`config.mk`:
```
export PLATFORM = sky130hd
export DESIGN_NAME = aes256_unloading
export DESIGN_NICKNAME = d
export VERILOG_FILES = /design/src/rtl/aes256_unloading.sv
export SDC_FILE = /design/constraint.sdc
export NUM_CORES = 1
export LEC_CHECK = 0
export BUFFER_PORTS_ARGS = -buffer_cell sky130_fd_sc_hd__buf_4
export CORE_MARGIN = 2
export CORE_UTILIZATION = 35
export CTS_CLUSTER_DIAMETER = 50
export DETAILED_ROUTE_END_ITERATION = 7
export HOLD_SLACK_MARGIN = 0.1
export PLACE_DENSITY = 0.65
export SETUP_SLACK_MARGIN = 0.05
export SYNTH_ARGS = -nofsm -noshare
export SYNTH_HDL_FRONTEND = slang
export SYNTH_SLANG_ARGS = --single-unit
```
`constraint.sdc`:
```
create_clock -name clk -period 1.71 [get_ports clk]
set_clock_uncertainty 0.2 [all_clocks]
set_input_delay 0.171 -clock clk [delete_from_list [all_inputs] [get_ports clk]]
set_output_delay 0.171 -clock clk [all_outputs]
set_load 0.02 [all_outputs]
```
`src/rtl/aes256_unloading.sv`:
```
// Collects the AES-256 ciphertext byte stream into 128-bit blocks and
// hands them downstream through a one-deep holding stage with valid/ack.
module aes256_unloading #(
  parameter bit MSB_FIRST = 1'b1
) (
  input  logic         clk,
  input  logic         rst_n,
  input  logic         pi_byte_valid,
  input  logic [7:0]   pi_byte,
  input  logic         pi_clear,
  input  logic         pi_block_ack,
  output logic         po_block_valid,
  output logic [127:0] po_block,
  output logic [4:0]   po_byte_count,
  output logic         po_overflow
);

  typedef enum logic {ST_EMPTY = 1'b0, ST_FULL = 1'b1} hold_st_t;

  logic [127:0] r_shift;
  logic [3:0]   r_cnt;
  logic [127:0] r_block;
  hold_st_t     r_st;
  logic         r_ovf;

  logic [127:0] w_shift;
  logic         w_complete;

  // The block completes on the byte that wraps the counter, so the
  // holding register loads the shifted value, not r_shift.
  assign w_shift    = MSB_FIRST ? {r_shift[119:0], pi_byte}
                                : {pi_byte, r_shift[127:8]};
  assign w_complete = pi_byte_valid && (r_cnt == 4'hf);

  always_ff @(posedge clk or negedge rst_n) begin
    if (!rst_n) begin
      r_shift <= '0;
      r_cnt   <= '0;
      r_block <= '0;
      r_st    <= ST_EMPTY;
      r_ovf   <= 1'b0;
    end else if (pi_clear) begin
      r_cnt <= '0;
      r_st  <= ST_EMPTY;
      r_ovf <= 1'b0;
    end else begin
      if (pi_byte_valid) begin
        r_shift <= w_shift;
        r_cnt   <= r_cnt + 4'd1;
      end
      case (r_st)
        ST_EMPTY: begin
          if (w_complete) begin
            r_block <= w_shift;
            r_st    <= ST_FULL;
          end
        end
        ST_FULL: begin
          if (w_complete && pi_block_ack) begin
            r_block <= w_shift;
          end else if (w_complete) begin
            r_ovf <= 1'b1;
          end else if (pi_block_ack) begin
            r_st <= ST_EMPTY;
          end
        end
        default: r_st <= ST_EMPTY;
      endcase
    end
  end

  assign po_block_valid = (r_st == ST_FULL);
  assign po_block       = r_block;
  assign po_byte_count  = {1'b0, r_cnt};
  assign po_overflow    = r_ovf;

endmodule

```
Word-level counts from Yosys, hierarchy flattened. Cells that the tools add are included.

Add/sub/neg operators: 1. Bitwise operators: 2. Multiplexer cells: 15. Reductions and logical operators: 8. Equal/unequal tests: 4.

Operator list (count): 2-to-1 mux 128 bit (2); one-hot mux 128 bit (2 select lines) (1); 2-to-1 mux 1 bit (9); 2-to-1 mux 4 bit (2); AND reduction 3 bit (2); nonzero test 2 bit (3); adder 4 x 1 -> 4 bit (second input constant) (1); equality test 4 bit (second input constant) (1); inequality test 2 bit (second input constant) (2); logical AND 1 bit (2); inequality test 2 x 1 -> 1 bit (second input constant) (1); inverter 1 bit (2); one-hot mux 1 bit (2 select lines) (1); AND reduction 2 bit (1).

Logic and storage cells: 35. Register bits: 254. Bits of input ports: 13.

Longest topological paths before layout. Gate-level depths: netlist (run 1).

Depth in word-level cells: 6. Gate-level depth with buffers: 6. Depth with buffers taken out: 4.

Worst setup path before layout (run 1). Ideal clock, no wire load.

Path kind: register to register. Start: register r_cnt[0]. End: register r_block[100] (netlist: po_block[100]). Period minus slack after synthesis: 2058 ps. Slack: -348 ps. Data arrival time: 1733 ps. Cell stages (with the launch flop): 7. Buffers on the path: 2. Setup time: 125 ps. Cells stage by stage: dfrtp_1 > ha_1 > nand4_4 > nor3b_4 > buf_12 > buf_12 > mux2_4.

Word-level cells in the longest chain between the ends: 5. Elaborated cells between the ends (all ways): 6. Classes of those cells: eq/ne: 3; reduce/logical: 3.

RTL lines: from (decl) (RTL line 21) `logic [3:0] r_cnt;`; from (signal assigned) (RTL line 49) `r_cnt <= r_cnt + 4'd1;`; equality test 4 bit * (RTL line 33) `assign w_complete = pi_byte_valid && (r_cnt == 4'hf);`; logical AND 1 bit * (RTL line 33); logical AND 1 bit (RTL line 59) `if (w_complete && pi_block_ack) begin`; inequality test 2 x 1 -> 1 bit (no source line); AND reduction 3 bit (no source line) *; to (signal assigned) (RTL line 54) `r_block <= w_shift;`; to (signal assigned) (RTL line 60) `r_block <= w_shift;`; to (decl) (RTL line 22) `logic [127:0] r_block;`.

Every way passes the cells marked *; elsewhere a longest branch is shown, timed or not. A chain may end at the register's enable or synchronous reset.

Final worst setup path (run 1).
Start: register r_cnt[0]. End: register r_block[114] (netlist: po_block[114]).

The elaborated chain is that of the path after synthesis.

==> impl_metrics.csv, run 1 <==
group,metric,value,unit
outcome,run_status,"complete, but fails checks",
outcome,violations,"negative hold slack, negative setup slack",
timing,rsz0062_at_grt,"yes",
power,p_int,12.5,mW
die,dieArea,30000,um^2
job,drv_cap,0,
worst_setup_path,cp.required,1.93,ns
synth,yosysTopAreaCellShare,0.635,
drt,wl_met2,9640,um
power,p_comb_frac,0.096,
drt,topRoutingLayerUsed,"met4",
synth,seq_area_frac_synth,0.635,
power,p_leak,6.43,nW
timing,min_period,1.91,ns
clock_network,h-tree-depth,1,
die,ios,148,
timing,setup_viol,128,
finish,area_growth,33.2,%
power,clockPowerShare,0.403,
drt,drtPass1Iterations,4,
power,p_total,16.5,mW
global_routing,grt_max_degree,54,
timing,hold_viol,2,
timing,fin_ws,-0.198,ns
die,num_rows,61,
power,ir_drop,771,uV
clock_network,clk_pin_slew_worst_paths,0.06,ns
finish,drive_above_1_share,0.636,
finish,antennaDiodeCount,0,
drt,wl_met1,9040,um
hold_path,hold_path.class,"input port to flip-flop",
timing,timing.hold.ws,-0.159,ns
drt,wirelength,20200,um
synth,synth_largest_area_cell,"dfrtp_1",
timing,fin_crit_sh,1.12,
global_routing,grt_pass1_vias,5608,
global_routing,grt_usage,0.133,
placement,gp_congestion,0.694,
global_routing,overflow,0,
global_routing,grt_pass1_wl,32600,um
clock_network,cts.sink_count,254,
die,die_w,173,um
timing,slew_viol_final,0,
worst_setup_path,cp_data_arrival_time,2.13,ns
synth,syn-cell-area,10000,um^2
clock_network,cts_tree,"built",
worst_setup_path,cp_max_fo,6,
clock_network,numCtsBuffers,30,
synth,synth_nets,564,
global_routing,antenna_found_initial,0,
clock_network,cts-root-buf,"clkbuf_16",
power,seq_power_share,0.502,
worst_setup_path,critPathLaunchType,"flip-flop",
drt,route.detailed.drc,0,
finish,layout.nets,772,
synth,ys_top_cells_by_area,"dfrtp_1 63%, mux2_2 16%, mux2_4 15%, buf_12 2.2%, mux2_1 1.1%",
finish,fillCellCount,2388,
power,p_switching,4.00,mW
worst_setup_path,path_class,"flip-flop to flip-flop",
clock_network,hold_buffers,13,
finish,multi_input_area,3440,um^2
drt,routedWlPerCell,17.5,um
power,p_per_area,1240,nW/um^2
drt,wl_met3,1200,um
drt,dr_total_vias,5236,
placement,dpl.hpwl,13200,um
synth,synth_area_per_cell,18.2,um^2
placement,io_buffers,146,
worst_setup_path,end_kind,"flip-flop",
timing,fmax,524,MHz
synth,synth-warning-count,0,
synth,syn_inst,550,
die,start_util,0.357,
die,dieHeight,173,um
power,swShare,0.242,
clock_network,clock_path_buffers,3,
clock_network,clk_latency,0.54,ns
die,coreArea,28000,um^2
drt,viasPerCell,4.52,
drt,ant_nets,0,
placement,place_inst,1083,
drt,drt_iter0_markers,168,
finish,regArea,6360,um^2
finish,final_cells,1158,
synth,yosysUniqueCellTypes,23,
synth,yosys_register_bits,254,
critical path, cell delays in order (launching register included):
cell and delay (ns):
dfrtp_2 0.38, ha_4 0.15, nand4_4 0.08, nor3b_4 0.19, buf_6 0.15, clkbuf_16 0.18
clkbuf_16 0.16, mux2_4 0.29
path summary, 6_finish.rpt:
path                                               start                        end  slack [ns]  depth (start not counted)
worst max-delay path                r_cnt[0]$_DFFE_PN0P_  po_block[114]$_DFFE_PN0P_       -0.20                          7
worst min register to register  r_shift[118]$_DFFE_PN0P_  po_block[126]$_DFFE_PN0P_        0.30                          1
worst max register to register      r_cnt[0]$_DFFE_PN0P_  po_block[114]$_DFFE_PN0P_       -0.20                          7
max in group asynchronous                          rst_n   po_block[33]$_DFFE_PN0P_        0.24                          4
worst min-delay path                       pi_byte_valid       r_cnt[2]$_DFFE_PN0P_       -0.16                          4
min in group asynchronous                          rst_n   po_block[85]$_DFFE_PN0P_        0.48                          3
power groups by stage:
stage | Clock [mW] | Sequential, mW | Combinational, mW
floorplan | 0 | 7.91 | 1.23
global placement | 0 | 8.41 | 1.53
CTS | 6.84 | 8.34 | 1.62
finish | 6.66 | 8.30 | 1.58
detailed placement | 0 | 8.44 | 1.58
global route | 7.14 | 8.51 | 1.74
cells in the final DEF (no fill, tap or decap), drive strengths merged:
cell type | netlist | layout
dfrtp | 254 | 254
mux2 | 248 | 248
buf | 29 | 185
clkbuf | 0 | 50
dlygate4sd3 | 0 | 12
nor2 | 5 | 5
bufinv | 0 | 4
clkinv | 0 | 4
xor2 | 2 | 2
clkinvlp | 0 | 2
nand4 | 2 | 2
nand2b | 1 | 1
a21oi | 1 | 1
nor2b | 1 | 1
nand2 | 1 | 1
mux2i | 1 | 1
xnor2 | 1 | 1
nor3b | 1 | 1
o21ba | 1 | 1
ha | 1 | 1
conb | 1 | 1
inv | 0 | 1
dlymetal6s4s | 0 | 1
cells by family (layout without fill, tap and decap cells):
kind of cell | Yosys count | after routing | synth area share
xor gates and xnor gates | 3 | 3 | 0.00262
DFF | 254 | 254 | 0.635
AOI/OAI and AO/OA | 2 | 2 | 0.00150
muxes | 249 | 249 | 0.317
and+or+nand+nor | 11 | 11 | 0.00837
buffers and inverters | 29 | 259 | 0.0337
adders and majority gates | 1 | 1 | 0.00125
other | 1 | 1 | 0.000374
Yosys cell counts, drive strengths merged:
| master | count |
|---|---|
| mux2 | 248 |
| xor2 | 2 |
| ha | 1 |
| dfrtp | 254 |
| nand4 | 2 |
| nand2b | 1 |
| nor2 | 5 |
| buf | 29 |
| nor2b | 1 |
| xnor2 | 1 |
| mux2i | 1 |
| o21ba | 1 |
| nand2 | 1 |
| a21oi | 1 |
| conb | 1 |
| nor3b | 1 |
final cells by class:
class                           instances  share of cell area
Tap cell                              378              0.0355
Timing Repair Buffer                  205               0.151
Multi-Input combinational cell        267               0.258
Sequential cell                       254               0.477
Clock inverter                         11              0.0128
Clock buffer                           43              0.0668
stage by stage:
stage	setup slack (ns)	area [um^2]	util	TNS (ns)
floorplan	-0.229	10100	-	-27.99
global placement	-0.185	11800	0.423	-21.24
detailed placement	-0.233	11800	0.423	-25.45
CTS	-0.241	13100	0.468	-26.23
global route	-0.260	13300	0.476	-29.88
finish	-0.198	13300	0.476	-21.99
registers in the layout, summed over array words and instances (netlist names):
name and cells:
po_block 128, po_block_valid 1, po_overflow 1, r_cnt 4, r_shift 120
layer usage:
metal,track usage,vias to the layer above
met2,0.213,118
met4,0.0332,0
met3,0.0345,33
li1,-,2369
met5,0,-
met1,0.181,2716
what timing repair did:
item / CTS / global route
setup buffers: 0 / 1
gates cloned: 0 / 7
hold endpoints to repair: 286 / 3
pin swaps: 0 / 2
endpoints found under the setup margin: 131 / 133
resized for setup: 21 / 11
No activity file was read; power rests on OpenSTA's default activity.
==> run 2: changes to the inputs <==
--- a/config.mk
+++ b/config.mk
@@ -12,6 +12,7 @@
 export DETAILED_ROUTE_END_ITERATION = 7
 export HOLD_SLACK_MARGIN = 0.1
 export PLACE_DENSITY = 0.65
+export RECOVER_POWER = 25
 export SETUP_SLACK_MARGIN = 0.05
 export SYNTH_ARGS = -nofsm -noshare
 export SYNTH_HDL_FRONTEND = slang
==> run 2 against run 1 <==
Effect of this change:
- the flow still finishes with violations (negative hold slack, negative setup slack)
- maximum frequency increased by 0.21%
- setup slack improved by 0.0040 ns
- hold slack improved by 0.0021 ns
- critical path depth unchanged
- first-iteration DRC count decreased by 3.0%
- register-to-register slack about the same
- cell area decreased by 0.38%
- critical path type unchanged
==> impl_metrics.csv, run 2 (synthesis gave the netlist of run 1 again) <==
group,metric,value,unit
outcome,run_status,"complete, but fails checks",
outcome,violations,"negative hold slack, negative setup slack",
worst_setup_path,critPathTopFamily,"buffers and inverters",
placement,dpl.hpwl,13200,um
timing,worst_pin_slew,0.723,ns
finish,final_cells,1158,
clock_network,cts_tree,"built",
power,p_comb_frac,0.095,
worst_setup_path,path_class,"flip-flop to flip-flop",
timing,hold_viol,2,
power,p_leak,6.40,nW
power,clockPowerShare,0.403,
global_routing,grt_pass1_wl,32600,um
power,p_int,12.5,mW
global_routing,antenna_found_initial,0,
job,drv_cap,0,
drt,dr_total_vias,5262,
die,coreArea,28000,um^2
drt,ant_nets,0,
finish,antennaDiodeCount,0,
finish,layout.nets,772,
worst_setup_path,cp_data_arrival_time,2.12,ns
placement,place_inst,1083,
worst_setup_path,crit_path_max_incr_delay,0.38,ns
worst_setup_path,cp_max_fo,6,
worst_setup_path,crit_cells,7,
finish,layout_commonest_cell,"dfrtp_1",
timing,fmax,525,MHz
worst_setup_path,cpMaxStageDelayCell,"dfrtp_2",
drt,wirelength,20200,um
drt,drt_iter0_markers,163,
clock_network,clk_latency,0.54,ns
clock_network,h-tree-depth,1,
clock_network,cts-root-buf,"clkbuf_16",
timing,fin_crit_sh,1.11,
clock_network,clk_pin_slew_worst_paths,0.06,ns
global_routing,overflow,0,
timing,setup_viol,185,
global_routing,grt_usage,0.133,
worst_setup_path,reg2reg_from,"r_cnt[0]$_DFFE_PN0P_",
die,ios,148,
worst_setup_path,critPathLaunchType,"flip-flop",
global_routing,grt_max_degree,54,
finish,drive_above_1_share,0.628,
die,die_w,173,um
worst_setup_path,crit_top_cell,"clkbuf_16",
finish,largest_reg_flops,128,
hold_path,min-delay-start,"pi_byte_valid",
timing,fin_ws,-0.194,ns
worst_setup_path,path_buf_inv,3,
drt,route.detailed.drc,0,
timing,slew_viol_final,0,
power,ir_drop,772,uV
power,p_total,16.5,mW
clock_network,cts.sink_count,254,
finish,area_growth,32.7,%
die,dieHeight,173,um
timing,max-slew-margin-rel,0.518,
worst_setup_path,reg2reg_depth,7,
power,p_per_area,1240,nW/um^2
finish,fillCellCount,2401,
worst_setup_path,critPathLaunch,"r_cnt[0]$_DFFE_PN0P_",
drt,viasPerCell,4.54,
power,seq_power_share,0.502,
timing,rsz0062_at_grt,"yes",
global_routing,grt_pass1_vias,5608,
worst_setup_path,worstPathCellList,"ha_4, nand4_4, nor3b_4, buf_6, clkbuf_16, clkbuf_16, mux2_4",
worst_setup_path,end_kind,"flip-flop",
timing,min_period,1.90,ns
clock_network,clock_path_buffers,3,
hold_path,hold_path.class,"input port to flip-flop",
die,start_util,0.357,
power,swShare,0.242,
hold_path,hold_depth,4,
clock_network,numCtsBuffers,30,
worst_setup_path,cp.required,1.93,ns
die,dieArea,30000,um^2
placement,gp_congestion,0.694,
placement,io_buffers,146,
finish,final_cell_mix,"252 x dfrtp_1, 148 x buf_4, 127 x mux2_4",
die,num_rows,61,
power,p_switching,4.00,mW
timing,timing.hold.ws,-0.157,ns
clock_network,hold_buffers,13,
drt,routedWlPerCell,17.5,um
drt,drtPass1Iterations,4,
-- run 2: final timing paths --
kind	slack [ns]	end
max	-0.19	po_block[114]$_DFFE_PN0P_
min	-0.16	r_cnt[2]$_DFFE_PN0P_
max reg2reg	-0.19	po_block[114]$_DFFE_PN0P_
min reg2reg	0.30	po_block[126]$_DFFE_PN0P_
max in group asynchronous	0	po_block[33]$_DFFE_PN0P_
min in group asynchronous	0.61	po_block[85]$_DFFE_PN0P_
-- run 2: area by class of cell --
type | instances | area [um^2] | area share
clock buffer | 43 | 891 | 0.0670
clock inverter | 11 | 171 | 0.0129
multi-input combinational | 267 | 3430 | 0.258
sequential | 254 | 6360 | 0.478
tap | 378 | 473 | 0.0356
timing repair buffer | 205 | 1960 | 0.148
-- run 2: power groups by stage --
stage / clock (mW) / combinational (mW) / sequential [mW]
final: 6.65 / 1.58 / 8.30
after global routing: 7.14 / 1.73 / 8.51
after CTS: 6.84 / 1.62 / 8.34
after detailed placement: 0 / 1.58 / 8.44
after global placement: 0 / 1.53 / 8.41
after floorplan: 0 / 1.23 / 7.91
-- run 2: through the flow --
| stage | TNS [ns] | hold slack [ns] | utilization | cell area, um^2 | setup slack [ns] |
|---|---|---|---|---|---|
| finish | -25.08 | -0.157 | 0.474 | 13300 | -0.194 |
| global route | -51.22 | -0.170 | 0.474 | 13300 | -0.260 |
| CTS | -26.23 | -0.184 | 0.468 | 13100 | -0.241 |
| detailed placement | -25.45 | -0.0954 | 0.423 | 11800 | -0.233 |
| global placement | -21.24 | -0.0963 | 0.423 | 11800 | -0.185 |
| floorplan | -27.99 | -0.325 | - | 10100 | -0.229 |
-- run 2: worst reg2reg max path, cell delays in order (launching register included) --
cell	delay, ns
dfrtp_2	0.38
ha_4	0.15
nand4_4	0.08
nor3b_4	0.19
buf_6	0.15
clkbuf_16	0.18
clkbuf_16	0.17
mux2_4	0.29
-- run 2: what timing repair did --
item | 4_1_cts | 5_1_grt
setup buffers | 0 | 1
pin swaps | 0 | 2
gates cloned | 0 | 7
resized for setup | 21 | 11
setup endpoints to repair | 131 | 133
endpoints found under the hold margin | 286 | 3
-- run 2: metal layers --
| layer | GRT usage | up-vias | part of all wire |
|---|---|---|---|
| met5 | 0 | - | 0 |
| met4 | 0.0332 | 0 | 0.017 |
| met3 | 0.0345 | 32 | 0.058 |
| met2 | 0.213 | 118 | 0.48 |
| met1 | 0.181 | 2741 | 0.45 |
| li1 | - | 2371 | - |
